## config.mk

```make
export PLATFORM = sky130hd
export DESIGN_NAME = cache_ctrl_flat
export DESIGN_NICKNAME = d
export VERILOG_FILES = /design/src/rtl/cache_ctrl_pkg.sv /design/src/rtl/cache_ctrl_if.sv /design/src/rtl/cache_ctrl_stats.sv /design/src/rtl/cache_ctrl.sv /design/src/flat_wrapper.sv
export SDC_FILE = /design/constraint.sdc
export NUM_CORES = 1
export LEC_CHECK = 0
export BUFFER_PORTS_ARGS = -buffer_cell sky130_fd_sc_hd__buf_4
export CORE_AREA = 2 2 168 170
export CTS_BUF_LIST = sky130_fd_sc_hd__clkbuf_2 sky130_fd_sc_hd__clkbuf_4 sky130_fd_sc_hd__clkbuf_8
export DETAILED_ROUTE_END_ITERATION = 10
export DIE_AREA = 0 0 170 172
export PLACE_DENSITY = 0.45
export SYNTH_ARGS = -nofsm -noshare
export SYNTH_HDL_FRONTEND = slang
export SYNTH_HIERARCHICAL = 1
export SYNTH_SLANG_ARGS = --single-unit
```

## constraint.sdc

```tcl
create_clock -name clk -period 8.6 [get_ports clk]
set_input_delay 0.86 -clock clk [delete_from_list [all_inputs] [get_ports clk]]
set_output_delay 0.86 -clock clk [all_outputs]
set_load 0.1 [all_outputs]
```

## src/rtl/cache_ctrl_pkg.sv

```systemverilog
// Shared definitions for the write-back data cache controller: address field
// geometry, controller state encoding and RV32I load/store width codes.
package cache_pkg;

  localparam int ADDR_BITS       = 32;
  localparam int DATA_BITS       = 32;
  localparam int TAG_BITS        = 23;
  localparam int SET_INDEX_WIDTH = 5;
  localparam int ELEMENT_WORDS   = 4;
  localparam int WORD_SEL_BITS   = 2;
  localparam int BYTE_OFS_BITS   = 2;
  localparam int STAT_BITS       = 32;

  localparam int WORD_LSB  = BYTE_OFS_BITS;
  localparam int INDEX_LSB = WORD_LSB + WORD_SEL_BITS;
  localparam int TAG_LSB   = INDEX_LSB + SET_INDEX_WIDTH;

  localparam logic [WORD_SEL_BITS-1:0] WORD_FIRST = 2'd0;
  localparam logic [WORD_SEL_BITS-1:0] WORD_LAST  = 2'd3;
  localparam logic [WORD_SEL_BITS-1:0] WORD_STEP  = 2'd1;

  typedef enum logic [2:0] {
    ST_IDLE  = 3'd0,
    ST_PROBE = 3'd1,
    ST_CHECK = 3'd2,
    ST_WB_RD = 3'd3,
    ST_WB_WR = 3'd4,
    ST_FILL  = 3'd5
  } ctrl_state_e;

  localparam logic [2:0] UBHW_B  = 3'b000;
  localparam logic [2:0] UBHW_H  = 3'b001;
  localparam logic [2:0] UBHW_W  = 3'b010;
  localparam logic [2:0] UBHW_BU = 3'b100;
  localparam logic [2:0] UBHW_HU = 3'b101;

  function automatic logic [ADDR_BITS-1:0] line_word_addr(
    input logic [TAG_BITS-1:0]        tag,
    input logic [SET_INDEX_WIDTH-1:0] idx,
    input logic [WORD_SEL_BITS-1:0]   w
  );
    return {tag, idx, w, 2'b00};
  endfunction

endpackage

```

## src/rtl/cache_ctrl_if.sv

```systemverilog
// CPU, cache-array and main-memory signal bundle seen by the cache controller.
interface cache_ctrl_if;
  import cache_pkg::*;

  logic                 cpu_req;
  logic                 cpu_we;
  logic [ADDR_BITS-1:0] cpu_addr;
  logic [2:0]           cpu_u_b_h_w;
  logic [DATA_BITS-1:0] cpu_din;
  logic [DATA_BITS-1:0] cpu_dout;
  logic                 cpu_ready;

  logic [ADDR_BITS-1:0] cache_addr;
  logic                 cache_load;
  logic                 cache_store;
  logic                 cache_edit;
  logic                 cache_invalid;
  logic [2:0]           cache_u_b_h_w;
  logic [DATA_BITS-1:0] cache_din;
  logic                 cache_hit;
  logic                 cache_valid;
  logic                 cache_dirty;
  logic [TAG_BITS-1:0]  cache_tag;
  logic [DATA_BITS-1:0] cache_dout;

  logic                 mem_req;
  logic                 mem_we;
  logic [ADDR_BITS-1:0] mem_addr;
  logic [DATA_BITS-1:0] mem_wdata;
  logic [DATA_BITS-1:0] mem_rdata;
  logic                 mem_ack;

  modport master (
    input  cpu_req, cpu_we, cpu_addr, cpu_u_b_h_w, cpu_din,
    output cpu_dout, cpu_ready,
    output cache_addr, cache_load, cache_store, cache_edit, cache_invalid,
    output cache_u_b_h_w, cache_din,
    input  cache_hit, cache_valid, cache_dirty, cache_tag, cache_dout,
    output mem_req, mem_we, mem_addr, mem_wdata,
    input  mem_rdata, mem_ack
  );

  modport slave (
    output cpu_req, cpu_we, cpu_addr, cpu_u_b_h_w, cpu_din,
    input  cpu_dout, cpu_ready,
    input  cache_addr, cache_load, cache_store, cache_edit, cache_invalid,
    input  cache_u_b_h_w, cache_din,
    output cache_hit, cache_valid, cache_dirty, cache_tag, cache_dout,
    input  mem_req, mem_we, mem_addr, mem_wdata,
    output mem_rdata, mem_ack
  );

endinterface

```

## src/rtl/cache_ctrl_stats.sv

```systemverilog
// Hit / miss / writeback event counters for the cache controller.
// Free-running 32-bit counters that wrap.
module cache_ctrl_stats
  import cache_pkg::*;
(
  input  logic                 clk,
  input  logic                 rst,
  input  logic                 hit_evt,
  input  logic                 miss_evt,
  input  logic                 wb_evt,
  output logic [STAT_BITS-1:0] hit_cnt,
  output logic [STAT_BITS-1:0] miss_cnt,
  output logic [STAT_BITS-1:0] wb_cnt
);

  // Hit counter
  always_ff @(posedge clk or posedge rst) begin
    if (rst) begin
      hit_cnt <= 32'd0;
    end else if (hit_evt) begin
      hit_cnt <= hit_cnt + 32'd1;
    end else begin
      hit_cnt <= hit_cnt;
    end
  end

  // Miss counter
  always_ff @(posedge clk or posedge rst) begin
    if (rst) begin
      miss_cnt <= 32'd0;
    end else if (miss_evt) begin
      miss_cnt <= miss_cnt + 32'd1;
    end else begin
      miss_cnt <= miss_cnt;
    end
  end

  // Writeback counter
  always_ff @(posedge clk or posedge rst) begin
    if (rst) begin
      wb_cnt <= 32'd0;
    end else if (wb_evt) begin
      wb_cnt <= wb_cnt + 32'd1;
    end else begin
      wb_cnt <= wb_cnt;
    end
  end

endmodule

```

## src/rtl/cache_ctrl.sv

```systemverilog
// Sequencing controller for the 2-way set-associative write-back data cache.
// Optional statistics counters are built when CACHE_CTRL_STATS_EN is defined.
module cache_ctrl
  import cache_pkg::*;
(
  input  logic                 clk,
  input  logic                 rst,
  cache_ctrl_if.master         bus,
  output logic [STAT_BITS-1:0] hit_cnt,
  output logic [STAT_BITS-1:0] miss_cnt,
  output logic [STAT_BITS-1:0] wb_cnt
);

  ctrl_state_e                state_r, state_s;
  logic [WORD_SEL_BITS-1:0]   w_r, w_s;
  logic [ADDR_BITS-1:0]       req_addr_r, req_addr_s;
  logic                       req_we_r, req_we_s;
  logic [2:0]                 req_ubhw_r, req_ubhw_s;
  logic [DATA_BITS-1:0]       req_din_r, req_din_s;
  logic [TAG_BITS-1:0]        victim_tag_r, victim_tag_s;
  logic                       retry_r, retry_s;

  logic [TAG_BITS-1:0]        req_tag_s;
  logic [SET_INDEX_WIDTH-1:0] req_idx_s;
  logic [ADDR_BITS-1:0]       wb_addr_s;
  logic [ADDR_BITS-1:0]       fill_addr_s;

  logic                       cpu_ready_s;
  logic [DATA_BITS-1:0]       cpu_dout_s;
  logic [ADDR_BITS-1:0]       cache_addr_s;
  logic                       cache_load_s;
  logic                       cache_store_s;
  logic                       cache_edit_s;
  logic [2:0]                 cache_ubhw_s;
  logic [DATA_BITS-1:0]       cache_din_s;
  logic                       mem_req_s;
  logic                       mem_we_s;
  logic [ADDR_BITS-1:0]       mem_addr_s;
  logic [DATA_BITS-1:0]       mem_wdata_s;

  assign req_tag_s   = req_addr_r[ADDR_BITS-1:TAG_LSB];
  assign req_idx_s   = req_addr_r[TAG_LSB-1:INDEX_LSB];
  assign wb_addr_s   = line_word_addr(victim_tag_r, req_idx_s, w_r);
  assign fill_addr_s = line_word_addr(req_tag_s, req_idx_s, w_r);

  // State register and latched request / victim fields
  always_ff @(posedge clk or posedge rst) begin
    if (rst) begin
      state_r      <= ST_IDLE;
      w_r          <= WORD_FIRST;
      req_addr_r   <= 32'd0;
      req_we_r     <= 1'b0;
      req_ubhw_r   <= 3'b000;
      req_din_r    <= 32'd0;
      victim_tag_r <= 23'd0;
      retry_r      <= 1'b0;
    end else begin
      state_r      <= state_s;
      w_r          <= w_s;
      req_addr_r   <= req_addr_s;
      req_we_r     <= req_we_s;
      req_ubhw_r   <= req_ubhw_s;
      req_din_r    <= req_din_s;
      victim_tag_r <= victim_tag_s;
      retry_r      <= retry_s;
    end
  end

  // Next-state logic and combinational array / memory / CPU controls
  always_comb begin
    state_s       = state_r;
    w_s           = w_r;
    req_addr_s    = req_addr_r;
    req_we_s      = req_we_r;
    req_ubhw_s    = req_ubhw_r;
    req_din_s     = req_din_r;
    victim_tag_s  = victim_tag_r;
    retry_s       = retry_r;
    cpu_ready_s   = 1'b0;
    cpu_dout_s    = 32'd0;
    cache_addr_s  = 32'd0;
    cache_load_s  = 1'b0;
    cache_store_s = 1'b0;
    cache_edit_s  = 1'b0;
    cache_ubhw_s  = UBHW_W;
    cache_din_s   = 32'd0;
    mem_req_s     = 1'b0;
    mem_we_s      = 1'b0;
    mem_addr_s    = 32'd0;
    mem_wdata_s   = 32'd0;

    case (state_r)
      ST_IDLE: begin
        // Parked fully at zero so the post-reset output state is all-zero.
        cache_ubhw_s = 3'b000;
        if (bus.cpu_req) begin
          req_addr_s = bus.cpu_addr;
          req_we_s   = bus.cpu_we;
          req_ubhw_s = bus.cpu_u_b_h_w;
          req_din_s  = bus.cpu_din;
          retry_s    = 1'b0;
          state_s    = ST_PROBE;
        end else begin
          state_s    = ST_IDLE;
        end
      end

      ST_PROBE: begin
        cache_addr_s = req_addr_r;
        cache_load_s = ~req_we_r;
        cache_edit_s = req_we_r;
        cache_ubhw_s = req_ubhw_r;
        cache_din_s  = req_din_r;
        state_s      = ST_CHECK;
      end

      ST_CHECK: begin
        if (bus.cache_hit) begin
          cpu_ready_s = 1'b1;
          cpu_dout_s  = bus.cache_dout;
          state_s     = ST_IDLE;
        end else begin
          victim_tag_s = bus.cache_tag;
          w_s          = WORD_FIRST;
          if (bus.cache_valid && bus.cache_dirty) begin
            state_s = ST_WB_RD;
          end else begin
            state_s = ST_FILL;
          end
        end
      end

      ST_WB_RD: begin
        cache_addr_s = wb_addr_s;
        state_s      = ST_WB_WR;
      end

      ST_WB_WR: begin
        // Keep addressing the victim word so the registered read data stays put.
        cache_addr_s = wb_addr_s;
        mem_req_s    = 1'b1;
        mem_we_s     = 1'b1;
        mem_addr_s   = wb_addr_s;
        mem_wdata_s  = bus.cache_dout;
        if (bus.mem_ack) begin
          w_s = w_r + WORD_STEP;
          if (w_r == WORD_LAST) begin
            state_s = ST_FILL;
          end else begin
            state_s = ST_WB_RD;
          end
        end else begin
          state_s = ST_WB_WR;
        end
      end

      ST_FILL: begin
        mem_req_s  = 1'b1;
        mem_addr_s = fill_addr_s;
        if (bus.mem_ack) begin
          cache_store_s = 1'b1;
          cache_addr_s  = fill_addr_s;
          cache_din_s   = bus.mem_rdata;
          w_s           = w_r + WORD_STEP;
          if (w_r == WORD_LAST) begin
            retry_s = 1'b1;
            state_s = ST_PROBE;
          end else begin
            state_s = ST_FILL;
          end
        end else begin
          state_s = ST_FILL;
        end
      end

      default: begin
        state_s = ST_IDLE;
        w_s     = WORD_FIRST;
      end
    endcase
  end

  assign bus.cpu_ready     = cpu_ready_s;
  assign bus.cpu_dout      = cpu_dout_s;
  assign bus.cache_addr    = cache_addr_s;
  assign bus.cache_load    = cache_load_s;
  assign bus.cache_store   = cache_store_s;
  assign bus.cache_edit    = cache_edit_s;
  assign bus.cache_invalid = 1'b0;
  assign bus.cache_u_b_h_w = cache_ubhw_s;
  assign bus.cache_din     = cache_din_s;
  assign bus.mem_req       = mem_req_s;
  assign bus.mem_we        = mem_we_s;
  assign bus.mem_addr      = mem_addr_s;
  assign bus.mem_wdata     = mem_wdata_s;

`ifdef CACHE_CTRL_STATS_EN
  logic hit_evt_s;
  logic miss_evt_s;
  logic wb_evt_s;

  // Retry probes after a fill are the tail of a miss, not a fresh hit.
  assign hit_evt_s  = (state_r == ST_CHECK) && bus.cache_hit && !retry_r;
  assign miss_evt_s = (state_r == ST_CHECK) && !bus.cache_hit;
  assign wb_evt_s   = miss_evt_s && bus.cache_valid && bus.cache_dirty;

  cache_ctrl_stats u_stats (
    .clk      (clk),
    .rst      (rst),
    .hit_evt  (hit_evt_s),
    .miss_evt (miss_evt_s),
    .wb_evt   (wb_evt_s),
    .hit_cnt  (hit_cnt),
    .miss_cnt (miss_cnt),
    .wb_cnt   (wb_cnt)
  );
`else
  assign hit_cnt  = 32'd0;
  assign miss_cnt = 32'd0;
  assign wb_cnt   = 32'd0;
`endif

endmodule

```

## src/flat_wrapper.sv

```systemverilog
// flat-port wrapper written by rule: the top's interface ports become plain ports
module cache_ctrl_flat import cache_pkg::*;
  (clk, rst, hit_cnt, miss_cnt, wb_cnt, bus_cpu_req, bus_cpu_we, bus_cpu_addr, bus_cpu_u_b_h_w, bus_cpu_din, bus_cpu_dout, bus_cpu_ready, bus_cache_addr, bus_cache_load, bus_cache_store, bus_cache_edit, bus_cache_invalid, bus_cache_u_b_h_w, bus_cache_din, bus_cache_hit, bus_cache_valid, bus_cache_dirty, bus_cache_tag, bus_cache_dout, bus_mem_req, bus_mem_we, bus_mem_addr, bus_mem_wdata, bus_mem_rdata, bus_mem_ack);
  cache_ctrl_if bus_i ();
  input  logic clk;
  input  logic rst;
  output logic [STAT_BITS-1:0] hit_cnt;
  output logic [STAT_BITS-1:0] miss_cnt;
  output logic [STAT_BITS-1:0] wb_cnt;
  input wire logic [$bits(bus_i.cpu_req)-1:0] bus_cpu_req;
  input wire logic [$bits(bus_i.cpu_we)-1:0] bus_cpu_we;
  input wire logic [$bits(bus_i.cpu_addr)-1:0] bus_cpu_addr;
  input wire logic [$bits(bus_i.cpu_u_b_h_w)-1:0] bus_cpu_u_b_h_w;
  input wire logic [$bits(bus_i.cpu_din)-1:0] bus_cpu_din;
  output wire logic [$bits(bus_i.cpu_dout)-1:0] bus_cpu_dout;
  output wire logic [$bits(bus_i.cpu_ready)-1:0] bus_cpu_ready;
  output wire logic [$bits(bus_i.cache_addr)-1:0] bus_cache_addr;
  output wire logic [$bits(bus_i.cache_load)-1:0] bus_cache_load;
  output wire logic [$bits(bus_i.cache_store)-1:0] bus_cache_store;
  output wire logic [$bits(bus_i.cache_edit)-1:0] bus_cache_edit;
  output wire logic [$bits(bus_i.cache_invalid)-1:0] bus_cache_invalid;
  output wire logic [$bits(bus_i.cache_u_b_h_w)-1:0] bus_cache_u_b_h_w;
  output wire logic [$bits(bus_i.cache_din)-1:0] bus_cache_din;
  input wire logic [$bits(bus_i.cache_hit)-1:0] bus_cache_hit;
  input wire logic [$bits(bus_i.cache_valid)-1:0] bus_cache_valid;
  input wire logic [$bits(bus_i.cache_dirty)-1:0] bus_cache_dirty;
  input wire logic [$bits(bus_i.cache_tag)-1:0] bus_cache_tag;
  input wire logic [$bits(bus_i.cache_dout)-1:0] bus_cache_dout;
  output wire logic [$bits(bus_i.mem_req)-1:0] bus_mem_req;
  output wire logic [$bits(bus_i.mem_we)-1:0] bus_mem_we;
  output wire logic [$bits(bus_i.mem_addr)-1:0] bus_mem_addr;
  output wire logic [$bits(bus_i.mem_wdata)-1:0] bus_mem_wdata;
  input wire logic [$bits(bus_i.mem_rdata)-1:0] bus_mem_rdata;
  input wire logic [$bits(bus_i.mem_ack)-1:0] bus_mem_ack;
  assign bus_i.cpu_req = bus_cpu_req;
  assign bus_i.cpu_we = bus_cpu_we;
  assign bus_i.cpu_addr = bus_cpu_addr;
  assign bus_i.cpu_u_b_h_w = bus_cpu_u_b_h_w;
  assign bus_i.cpu_din = bus_cpu_din;
  assign bus_cpu_dout = bus_i.cpu_dout;
  assign bus_cpu_ready = bus_i.cpu_ready;
  assign bus_cache_addr = bus_i.cache_addr;
  assign bus_cache_load = bus_i.cache_load;
  assign bus_cache_store = bus_i.cache_store;
  assign bus_cache_edit = bus_i.cache_edit;
  assign bus_cache_invalid = bus_i.cache_invalid;
  assign bus_cache_u_b_h_w = bus_i.cache_u_b_h_w;
  assign bus_cache_din = bus_i.cache_din;
  assign bus_i.cache_hit = bus_cache_hit;
  assign bus_i.cache_valid = bus_cache_valid;
  assign bus_i.cache_dirty = bus_cache_dirty;
  assign bus_i.cache_tag = bus_cache_tag;
  assign bus_i.cache_dout = bus_cache_dout;
  assign bus_mem_req = bus_i.mem_req;
  assign bus_mem_we = bus_i.mem_we;
  assign bus_mem_addr = bus_i.mem_addr;
  assign bus_mem_wdata = bus_i.mem_wdata;
  assign bus_i.mem_rdata = bus_mem_rdata;
  assign bus_i.mem_ack = bus_mem_ack;
  cache_ctrl u_core (.clk(clk), .rst(rst), .bus(bus_i), .hit_cnt(hit_cnt), .miss_cnt(miss_cnt), .wb_cnt(wb_cnt));
endmodule
```

==> results by group, run 1 <==
Clock tree
  • CTS sink cnt: 96
  • TritonCTS clock tree: yes
  • Setup Buffers After CTS: 0
  • Clk buf depth: 2
  • H-tree levels: 3
  • Clock-pin slew on the worst setup and hold paths: 100 ps
  • Root buffer cell: clkbuf_8
  • Num CTS Buffers: 9
  • Post-CTS Hold Buffers: 0
  • Worst skew pair latency: about 380 ps
  • Post-cts resize count: 0

Routing
  • Via count: 4,867
  • DR WL/cell: 16.1 um
  • Post-DRT Antenna Nets: 0
  • Drt initial violations: 91
  • Pre-Repair DR Iteration Count: 4
  • Drt total wl: ~19,000 um
  • Drt via density: 4.11
  • DR DRC count: 0

Floorplan
  • Die area: about 0.029 mm2
  • Die Ht: 172 um
  • Num rows: 61
  • Starting Density: 21.3%
  • I/O pin count: 428
  • Die W: between 150 and 200 um
  • Core area: 0.0275 mm2

STA
  • Crit path time final: approximately 4200 ps
  • Clk_skew: 25.2 ps
  • Fmax: between 0.2 and 0.25 GHz
  • Setup TNS: 0 ps
  • RSZ-0062 raised after global routing: no
  • Rel. slew slack: 32.1%
  • Hold Violations, Final: 0
  • Max-slew violations: 0
  • Final setup violating endpoints: 0
  • Worst Tran Pin Value: 1020 ps
  • Final period util: 48.7%

Worst setup path
  • Crit path kind: flop to primary output
  • Startpoint types: flop
  • Crit. End Element: primary output
  • Critical Path Fanout Max: 59
  • Req. time, crit path: approximately 7700 ps
  • CP arrival: between 3000 and 4000 ps

Global route
  • Largest net degree at the start of global routing: 70
  • Global-route wire length before repair: 27,400 um
  • Gr ovfl total: 0
  • GR Util All Layers: approximately 12%
  • Vias in the first global route: 4,839
  • Initial antenna violation count: 0

Finish
  • Layout cells sized above 1: 53.9%
  • Diode count: 0
  • Util after Layout: a little under a third
  • Layout overhead on the synthesized area: 45.3%
  • Fin cells: 1,185
  • Sequential Area: 0.00240 mm2
  • Multi-input logic area: 0.00292 mm2
  • Final nets: 997
  • Layout fillers: 2,897

Synth
  • Main area contributors after synthesis: dfrtp_1 41%, mux2_2 17%, buf_4 13%
  • Seq cells post-synth: 96
  • Syn Area/Cell: 11.2 um2
  • Mapped Area: 0.00585 mm2
  • Top cell type's share of synthesized area: 41.1%
  • Mapped Cells: 523
  • Synth warnings: 6
  • Yosys top cell by area: dfrtp_1
  • Synth cell types: 35
  • Sequential share of the synthesized area: 41.1%

Place
  • IO buf count: 328
  • Placed cell count: 1,169
  • DP Wirelength: around 14,000 um
  • Final GP Congestion: 0.709

Job
  • Max_cap viols: 0

Min path
  • Hold WC Path Type: flop to flop

Run status
  • Status: finished, final reports clean
layer usage:
| layer | share of wire (%) | vias up | track usage (%) | routed length, um |
|---|---|---|---|---|
| met5 | 0 | - | 0 | 0 |
| met4 | 2.1 | 0 | 4.42 | 393 |
| met3 | 10 | 21 | 4.30 | 1970 |
| met2 | 51 | 273 | 22.0 | 9780 |
| met1 | 36 | 2318 | 13.3 | 6930 |
| li1 | - | 2255 | - | - |
synth_stat cells (all sizes together):
cell type	n
a211oi	1
and2	81
nor4b	2
inv	4
dfrtp	96
ha	1
conb	1
or3	1
o31ai	1
nor3b	3
nand2	4
mux2	91
nor3	1
nor2b	2
or2	1
buf	123
nand3	1
a21oi	2
o22ai	1
and4b	1
o21ai	4
a211o	1
and3b	1
nand2b	3
clkbuf	12
o21ba	1
a31oi	1
or4b	1
a22o	80
a221o	1
metrics by stage:
| stage | hold slack (ps) | setup slack [ps] | instance area, um2 |
|---|---|---|---|
| floorplan | 472 | 4650 | 6220 |
| global placement | 482 | 4730 | 8300 |
| detailed placement | 490 | 4680 | 8300 |
| CTS | 516 | 4270 | 8500 |
| global route | 528 | 4160 | 8500 |
| finish | 513 | 4410 | 8500 |
path summary, 6_finish.rpt:
check | endpoint | start | slack [ps] | depth (start not counted)
worst max-delay path | bus_cache_addr[12] | u_core/state_r[2] | 4410 | 5
worst min-delay path | u_core/req_addr_r[0] | u_core/req_addr_r[0] | 510 | 1
worst max register to register | u_core/victim_tag_r[10] | u_core/state_r[1] | 6070 | 3
worst min register to register | u_core/req_addr_r[0] | u_core/req_addr_r[0] | 510 | 1
max in group asynchronous | u_core/w_r[1] | rst | 6890 | 3
min in group asynchronous | u_core/req_din_r[29] | rst | 530 | 2
sequential cells by signal, summed over array words and instances, names as in the netlist:
name	cells
u_core/req_addr_r	32
u_core/req_din_r	32
u_core/victim_tag_r	23
u_core/req_ubhw_r	3
u_core/state_r	3
u_core/w_r	2
u_core/req_we_r	1
final cells by class:
class / instances / share of cell area, %
Multi-Input combinational cell: 386 / 34.3
Timing Repair Buffer: 337 / 29.8
Sequential cell: 96 / 28.3
Tap cell: 346 / 5.09
Clock buffer: 11 / 1.63
Clock inverter: 5 / 0.765
Inverter: 4 / 0.206
worst max-delay path: stages (launching register included):
cell and delay, ps:
dfrtp_1 740, nor3b_4 280, buf_4 490, or2_1 860, a22o_1 280, buf_4 290
cells in the final DEF, fill, tap and decap left out, types with 2 or more instances in the layout:
cell,count
a21oi_1,2
a22o_1,80
and2_1,81
buf_4,337
clkbuf_4,2
clkbuf_8,9
clkinvlp_4,2
conb_1,99
dfrtp_1,96
inv_1,3
mux2_1,2
mux2_2,89
nand2_1,4
nand2b_1,3
nor2b_1,2
nor3b_4,2
nor4b_4,2
o21ai_0,4
kinds of logic (layout without fill, tap and decap cells):
family | Yosys count | count (layout) | synth area share (%)
AOI/OAI and AO/OA | 93 | 93 | 13.5
DFF | 96 | 96 | 41.1
adders and majority gates | 1 | 1 | 0.214
and+or+nand+nor | 102 | 102 | 11.6
other | 1 | 99 | 0.0641
muxes | 91 | 91 | 17.5
buffers and inverters | 139 | 357 | 16.0
Power of run 1 is not shown: default switching activity piles up to over one toggle a cycle in this logic, so the estimate is an artifact.
==> inputs of run 2 (changes only) <==
Settings changed: PLACE_DENSITY 0.45 to 0.46.
Clock period 8.6 ns to 3.7 ns, I/O delays scaled along.
==> results by group, run 2 (same netlist as run 1, synthesis figures left out) <==
Run status
  • Status: finished, final reports clean

STA
  • Crit path time final: 3120 ps
  • RSZ-0062 raised after global routing: no
  • Setup TNS: 0 ps (unchanged)
  • Final period util: 84.2%
  • Final setup violating endpoints: 0 (unchanged)
  • Hold Violations, Final: 0 (unchanged)
  • Worst Tran Pin Value: 728 ps (-291 ps)
  • Fmax: 0.321 GHz
  • Max-slew violations: 0 (unchanged)
  • Clk_skew: 15.5 ps (-9.70 ps)
  • Rel. slew slack: 51.4% (+19 points)

Clock tree
  • Post-cts resize count: 0 (unchanged)
  • TritonCTS clock tree: yes
  • Clk buf depth: 2 (unchanged)
  • Root buffer cell: clkbuf_8
  • Worst skew pair latency: 380 ps (about the same)
  • Setup Buffers After CTS: 0 (unchanged)
  • CTS sink cnt: 96 (unchanged)
  • Clock-pin slew on the worst setup and hold paths: 110 ps (about the same)
  • Post-CTS Hold Buffers: 0 (unchanged)
  • H-tree levels: 3 (unchanged)
  • Num CTS Buffers: 9 (unchanged)

Finish
  • Final nets: 1,001 (+0.40%)
  • Largest registers: u_core/req_addr_r (32), u_core/req_din_r (32), u_core/victim_tag_r (23)
  • Layout overhead on the synthesized area: 45.8%
  • Most common cell after layout, fill and taps aside: buf_4
  • Layout fillers: 2,866 (-1.1%)
  • Util after Layout: 31.0% (+0.10 points)
  • Layout cells sized above 1: 54.1% (+0.22 points)
  • Diode count: 0 (unchanged)
  • Highest-count cells in the layout ignoring fill and taps: 340 x buf_4, 99 x conb_1, 96 x dfrtp_1

Worst setup path
  • Crit path kind: flop to primary output
  • Crit. End Element: primary output
  • Req. time, crit path: 3330 ps (-4410 ps)
  • CP arrival: 2750 ps (-580 ps)
  • CP startpoint: u_core/state_r[0]
  • Worst r2r src: u_core/state_r[1]
  • Critical Path Fanout Max: 15 (-75%)
  • Startpoint types: flop

Floorplan
  • I/O pin count: 428 (unchanged)
  • Core area: 0.0275 mm2 (unchanged)
  • Num rows: 61 (unchanged)
  • Starting Density: 21.3% (unchanged)
  • Die Ht: 172 um (unchanged)
  • Die W: 170 um (unchanged)
  • Die area: 0.0292 mm2 (unchanged)

Place
  • Final GP Congestion: 0.728 (+2.6%)
  • DP Wirelength: 15,600 um (+8.2%)
  • IO buf count: 328 (unchanged)

Routing
  • Pre-Repair DR Iteration Count: 4 (unchanged)
  • Via count: 4,902 (+0.72%)
  • Drt initial violations: 124 (+36%)
  • DR WL/cell: 17.2 um (+6.8%)
  • Drt total wl: 20,400 um (+7.1%)
  • Drt via density: 4.12 (+0.38%)
  • Post-DRT Antenna Nets: 0 (unchanged)
  • DR DRC count: 0 (unchanged)

Global route
  • Gr ovfl total: 0 (unchanged)
  • Largest net degree at the start of global routing: 53 (-24%)
  • GR Util All Layers: 13.2% (+0.98 points)
  • Global-route wire length before repair: 29,000 um (+6.0%)
  • Initial antenna violation count: 1 (+1)
  • Vias in the first global route: 4,919 (+1.7%)

Job
  • Max_cap viols: 0 (unchanged)

Min path
  • Hold WC Path Type: primary input to asynchronous set/reset pin
run 2: changes by cell type in the layout (fill, tap and decap cells not counted), sizes merged:
| cell | previous run | this run |
|---|---|---|
| bufinv | 1 | 0 |
| inv | 5 | 7 |
| buf | 337 | 341 |
| clkinvlp | 2 | 1 |
run 2: critical path: stages, from the launching register on:
cell     delay, ps
dfrtp_1        680
inv_1          240
nor3b_4        660
buf_4          330
a22o_1         160
buf_4          290
run 2: final timing paths:
kind / end / slack (ps) / cells past startpoint
min in group clk: u_core/req_din_r[14] / 210 / 2
setup reg to reg: u_core/req_addr_r[8] / 1580 / 3
max in group asynchronous: u_core/req_addr_r[11] / 2900 / 3
hold reg to reg: u_core/req_ubhw_r[2] / 510 / 1
hold / removal: u_core/req_addr_r[6] / 70 / 2
setup / recovery: bus_mem_addr[15] / 580 / 5
run 2: area by class of cell:
type / instances / area (um2) / share of cell area, %
Multi-Input combinational cell: 386 / 2920 / 34.2
Timing Repair Buffer: 341 / 2570 / 30.2
Sequential cell: 96 / 2400 / 28.2
Tap cell: 346 / 433 / 5.07
Clock buffer: 11 / 145 / 1.70
Clock inverter: 5 / 45.0 / 0.528
Inverter: 4 / 17.5 / 0.205
run 2: per-layer routing:
metal,part of all wire (%),vias to the layer above,GRT usage (%)
met2,51,258,24.4
met4,1.3,0,3.34
met1,37,2359,14.2
li1,-,2272,-
met3,11,13,5.01
met5,0,-,0
run 2: per-stage QoR:
stage / hold WS [ps] / area, um2 / std cells / setup WS, ps
after global placement: 483 / 8340 / 1173 / 1030
after floorplan: 472 / 6220 / 621 / 501
final: 68.7 / 8530 / 1189 / 584
after detailed placement: 488 / 8340 / 1173 / 951
after global routing: 109 / 8530 / 1189 / 372
after CTS: 76.8 / 8530 / 1189 / 517
Power of run 2 is left out for the same reason.
